File: config.mk
export PLATFORM = sky130hd
export DESIGN_NAME = display_scanner
export DESIGN_NICKNAME = d
export VERILOG_FILES = /design/src/rtl/display_scanner.sv
export SDC_FILE = /design/constraint.sdc
export NUM_CORES = 1
export LEC_CHECK = 0
export CAP_MARGIN = 20
export CELL_PAD_IN_SITES_DETAIL_PLACEMENT = 0
export CELL_PAD_IN_SITES_GLOBAL_PLACEMENT = 1
export CORE_MARGIN = 2
export CORE_UTILIZATION = 42
export DETAILED_ROUTE_END_ITERATION = 7
export HOLD_SLACK_MARGIN = 0.15
export PLACE_DENSITY_LB_ADDON = 0.1
export SLEW_MARGIN = 20
export SYNTH_ARGS = -nofsm -noshare
export SYNTH_HDL_FRONTEND = slang
export SYNTH_SLANG_ARGS = --single-unit
File: constraint.sdc
create_clock -name clk -period 3.4 [get_ports clk]
set_input_delay 0.68 -clock clk [delete_from_list [all_inputs] [get_ports clk]]
set_output_delay 0.68 -clock clk [all_outputs]
set_load 0.02 [all_outputs]
File: src/rtl/display_scanner.sv
// -----------------------------------------------------------------------------
// display_scanner
//
// Time-multiplexing scanner for an 8-digit seven-segment display. It sits
// directly in front of the 3-to-8 anode decoder.
//
// The scanner latches a 32-bit hex value. It steps a digit index through 0..7
// and advances once every PRESCALE clock cycles. For the current digit it
// drives the active-low segment glyph and a blank flag. The glyph and the
// blank flag are decoded only from registers, so no input reaches an output
// through combinational logic.
//
// Parameters
//   PRESCALE        clock cycles per digit slot (>= 1)
//
// Ports
//   clk             system clock, rising edge
//   reset_n         asynchronous active-low reset
//   value_in        [31:0] value to show; [31:28] is the leftmost digit
//   load_in         captures value_in at the next rising edge
//   enable_in       display enable (registered); low blanks every digit
//   blank_lz_in     leading-zero blanking request (registered)
//   digit_sel_out   [2:0] digit index, drives decoder d (0 = leftmost)
//   segments_out    [6:0] {g,f,e,d,c,b,a}, active-low
//   digit_blank_out high when the current digit must stay dark
//   tick_out        high in the last cycle of each digit slot
// -----------------------------------------------------------------------------
module display_scanner #(
    parameter int PRESCALE = 100000
) (
    input  logic        clk,
    input  logic        reset_n,
    input  logic [31:0] value_in,
    input  logic        load_in,
    input  logic        enable_in,
    input  logic        blank_lz_in,
    output logic [2:0]  digit_sel_out,
    output logic [6:0]  segments_out,
    output logic        digit_blank_out,
    output logic        tick_out
);

    localparam int CW = (PRESCALE > 1) ? $clog2(PRESCALE) : 1;
    localparam logic [CW-1:0] CNT_LAST = CW'(PRESCALE - 1);

    logic [CW-1:0] cnt_q, cnt_d;
    logic [2:0]    dig_q, dig_d;
    logic [31:0]   val_q, val_d;
    logic          en_q;
    logic          lz_q;

    logic          tick;
    logic [3:0]    nibs [8];
    logic [7:0]    zero_upto;
    logic [3:0]    cur_nib;
    logic          lz_blank;
    logic          blank;

    function automatic logic [6:0] hex_glyph(input logic [3:0] nib);
        logic [6:0] g;
        case (nib)
            4'h0:    g = 7'h40;
            4'h1:    g = 7'h79;
            4'h2:    g = 7'h24;
            4'h3:    g = 7'h30;
            4'h4:    g = 7'h19;
            4'h5:    g = 7'h12;
            4'h6:    g = 7'h02;
            4'h7:    g = 7'h78;
            4'h8:    g = 7'h00;
            4'h9:    g = 7'h10;
            4'hA:    g = 7'h08;
            4'hB:    g = 7'h03;
            4'hC:    g = 7'h46;
            4'hD:    g = 7'h21;
            4'hE:    g = 7'h06;
            default: g = 7'h0E;
        endcase
        return g;
    endfunction

    // ------------------------------------------------------------------
    // Prescaler and digit counter
    // ------------------------------------------------------------------
    assign tick = (cnt_q == CNT_LAST);

    always_comb begin
        cnt_d = cnt_q + CW'(1);
        dig_d = dig_q;
        if (tick) begin
            cnt_d = '0;
            dig_d = dig_q + 3'd1;
        end
    end

    always_comb begin
        val_d = val_q;
        if (load_in) begin
            val_d = value_in;
        end
    end

    always_ff @(posedge clk or negedge reset_n) begin
        if (!reset_n) begin
            cnt_q <= '0;
            dig_q <= 3'd0;
            val_q <= 32'd0;
            en_q  <= 1'b0;
            lz_q  <= 1'b0;
        end else begin
            cnt_q <= cnt_d;
            dig_q <= dig_d;
            val_q <= val_d;
            en_q  <= enable_in;
            lz_q  <= blank_lz_in;
        end
    end

    // ------------------------------------------------------------------
    // Nibble selection and leading-zero detection
    // ------------------------------------------------------------------
    // The decoder maps index 0 to the leftmost anode, so index k selects the
    // k-th nibble counted from the MSB end.
    always_comb begin
        for (int k = 0; k < 8; k++) begin
            nibs[k] = val_q[31 - 4*k -: 4];
        end
    end

    // zero_upto[k] is set when every nibble from the leftmost one through
    // nibble k is zero.
    always_comb begin
        logic run;
        run = 1'b1;
        zero_upto = '0;
        for (int k = 0; k < 8; k++) begin
            run = run & (nibs[k] == 4'd0);
            zero_upto[k] = run;
        end
    end

    assign cur_nib = nibs[dig_q];

    // The rightmost digit is never suppressed, so a value of zero still
    // shows a single "0".
    assign lz_blank = lz_q && (dig_q != 3'd7) && zero_upto[dig_q];
    assign blank    = !en_q || lz_blank;

    // ------------------------------------------------------------------
    // Outputs
    // ------------------------------------------------------------------
    assign digit_sel_out   = dig_q;
    assign digit_blank_out = blank;
    assign segments_out    = blank ? 7'h7F : hex_glyph(cur_nib);
    assign tick_out        = tick;

endmodule

==> results of run 1 <==
-- through the flow --
stage               instance area, sq um  total power [mW]  instances  hold slack [ns]  setup slack [ns]
global route                        3530              1.39        373            0.371           0.00566
detailed placement                  3430             0.961        364            0.476             0.137
floorplan                           2830             0.842        238            0.384             0.173
global placement                    3430             0.960        364            0.475             0.122
CTS                                 3520              1.33        372            0.352            0.0151
finish                              3530              1.32        373            0.340             0.151
-- area by class of cell --
type | count | area [sq um]
fill | 591 | 2890
tap | 77 | 96.3
inverter | 4 | 15.0
clock buffer | 7 | 86.3
clock inverter | 1 | 8.76
timing repair buffer | 61 | 566
sequential | 54 | 1360
multi-input combinational | 169 | 1410
-- registers in the layout, summed over array words and instances, names as in the netlist --
| signal | count |
|---|---|
| nibs | 32 |
| cnt_q | 17 |
| digit_sel_out | 3 |
| en_q | 1 |
| lz_q | 1 |
-- layout by cell type (no fill, tap or decap), types with 4 or more instances in the layout --
cell / instances
xnor2_1: 9
dlygate4sd2_1: 4
nand3_1: 8
nand2_1: 14
nor4_1: 8
and2_1: 5
buf_4: 13
nor2_1: 14
mux2_2: 35
mux2i_1: 11
mux4_2: 4
dfrtp_1: 51
clkbuf_8: 6
inv_1: 4
ha_1: 9
clkdlybuf4s50_1: 39
xor2_1: 7
-- per-layer routing --
layer  share of wire  wire length (microns)
met5               0                      0
met4           0.010                     59
met3           0.050                    292
met2            0.43                   2540
met1            0.51                   2950
-- how the worst max path moves through the flow --
stage / to / slack [ns] / cells past startpoint
floorplan: segments_out[3] / 0.17 / 6
global placement: segments_out[3] / 0.12 / 9
detailed placement: segments_out[3] / 0.14 / 9
CTS: segments_out[5] / 0.02 / 8
global route: segments_out[4] / 0.006 / 9
finish: segments_out[0] / 0.15 / 9
-- logic make-up after synthesis --
group | count (synthesis)
buffers and inverters | 15
multiplexers | 51
AO/OA/AOI/OAI | 23
adder cells (fa/ha/maj) | 9
XOR/XNOR | 16
flip-flops | 54
AND/OR/NAND/NOR | 70
-- what timing repair did --
item,in CTS,in global routing
endpoints found under the setup margin,7,8
resized for setup,9,9
setup buffers,0,1
hold endpoints to repair,0,0
-- where the power goes --
| part | switching (mW) | internal, mW |
|---|---|---|
| logic | 0.0951 | 0.125 |
| registers | 0.0383 | 0.681 |
| clock network | 0.212 | 0.169 |
==> results list, run 1 <==
* Adder and majority cell fraction of the synthesized area: 0.0399
* Setup slack of the worst register-to-register path: around 1.4 ns
* Post-synthesis async set-or-reset flop share: 1.00
* First-pass detailed-route iteration total: 4
* Count of different cell masters after synthesis: 42
* Worst-case clock buffer depth: 2
- Primary FF master, synth: dfrtp_1
* Antenna violations before repair: 0
* Most used standard cell by instance count after synthesis: dfrtp_1
- Input/output buffers: 48
- 0 antenna diodes ended up in the layout.
- In this run the tightest slew margin relative to its limit is 0.502.
* Syn_nets: 284
- Crit-path leading delay family: buffers and inverters
- Xor-xnor portion of the synthesized cell area: 0.0496
- Adding up every negative setup slack in the final design gives 0 ns.
- Setup Crit Path Kind: flip-flop to primary output
- Setup violations remaining at the end of the flow were counted as 0.
- Fraction of met1 tracks used by global routing: 0.256
- At the pin with the least slew margin, the transition time is 0.740 ns.
- For this run, the total global-route usage over all layers was measured as 0.175.
- Pwr Density: 374 mW/mm^2
- Data arrives at the worst endpoint at ~2.6 ns.
- The share of synthesized area in the top cell type comes to 0.478.
* Worst path required time: 2.72 ns
- The slowest stage of the critical path belongs to the cell dfrtp_2.
* Share of post-route cells with drive strength above 1: 0.240
- Peak supply drop: 172 uV
* Number of buffers created by CTS: 5
- The region available for standard cell placement spans approximately 0.0064 sq mm.
- Summed over all cells, the static leakage comes to between 1 and 1.5 nW.
* Part of the cycle the worst path needs: 0.956
- Via count of the first global-routing pass: roughly 2000
- TritonCTS built the clock tree.
- For this run, the number of Yosys warnings is 0.
* Most used standard cells in the synthesized netlist: dfrtp_1, mux2_2, nand2_1, nor2_1, mux2i_1
- The critical path goes through buf_4, mux4_2, a21oi_2, buf_4, inv_1, ha_1, nor3_1, o31ai_1, dlygate4sd2_1.
- The tool flagged a number of max-cap violations equal to 0.
- CTS saw between 50 and 60 sinks.
* Reg2reg start: cnt_q[0]
- In this run the core area contains 29 standard-cell rows.
- Wire length reported by the detailed router: 5.85 mm
- The final count of pins violating max slew was 0.
- The tightest min-delay check is of the primary input to async pin type.
- Relative to the synthesized area, the layout overhead comes to 25.1%.
- Final Util: 0.550
- Largest cells by area after synthesis: dfrtp_1, mux2_2, ha_1
- Post-Syn Area: between 0.002 and 0.003 sq mm
- The number of cells on the worst reg-to-reg path is 7.
- The synthesized design spends more area on one cell type than any other, namely dfrtp_1.
- For this design, the CTS-stage hold fixing added 0 buffers.
* Clock-pin slew of the registers on the worst-case setup and hold paths: approximately 0.1 ns
- The worst setup path is captured at a primary output.
* Setup repair after global routing missed its margin: false
- For this run the aggregate overflow at the end of global routing stands at 0.
- First-pass GRT wire length: between 10 and 15 mm
* Post-Syn Area per Cell: 11.9 sq um
* Result of the run: finished, final reports clean
- Starting density of the core: 0.440
- Fmax: ~300 MHz
- Global placement routability congestion: approximately 0.84
* Starting DRC count in detailed routing: 63
- Post-synthesis cell count: 238
- Number of flops mapped to enable cells by yosys: 0
* Floorplan die height: approximately 86 microns
- Cell repeated most along the worst path: buf_4
- Worst r2r dst: digit_sel_out[2]
* Multiplexer area fraction after synthesis: 0.216
* Wire length per cell after detailed routing: about 16 microns
* Flop and latch count out of synthesis: between 50 and 60
- Met2 layer usage reported by global route: 0.263
- Entering global routing, the biggest net connects 33 pins.
* Via total after detailed routing: between 1500 and 2000
- Between clock sinks in the finished design, the worst skew comes to approximately 0.012 ns.
- Of all nets on the critical path, the largest fanout is 8.
- Top-level port count: around 50
* Critical path's largest stage delay: around 0.47 ns
- Number of nets still failing antenna checks after routing: 0
- Sum of net half-perimeters after detailed placement: ~4.4 mm
* Count of endpoints failing hold in the final timing report: 0
- Vias per std cell: between 5 and 6
* Met3 GRT Util: 0.0433
- In this run the number of H-tree levels came out at 2.
- Largest family of logic cells by synthesized area: multiplexers
- The compound-gate portion of the synthesized area is 0.0593.
* Clock Latency Late Sink: ~0.31 ns
- Buf+Inv Stages, Crit Path: 4
- Root Buffer Master: clkbuf_8
- DRC Markers: 0
* Crit path from: digit_sel_out[1]
* Crit path launch type: flip-flop
* Area share of and/or/nand/nor cells after synthesis: 0.131
- Measured along the x axis, the die boundary spans 86.0 microns.
* Number of nets in the layout: 341
* Most used routing layer in global routing: met2
* Final period demand of the worst path: about 3.2 ns
* Floorplan die area: ~0.0074 sq mm
* Share of the yosys chip area belonging to registers: 0.478
Power figures use the tool's default switching activity.
==> run 2, diff against run 1 <==
- CAP_MARGIN: 20 -> 30
==> results of run 2 <==
Final layout, timing and power as in run 1 (identical DEF).
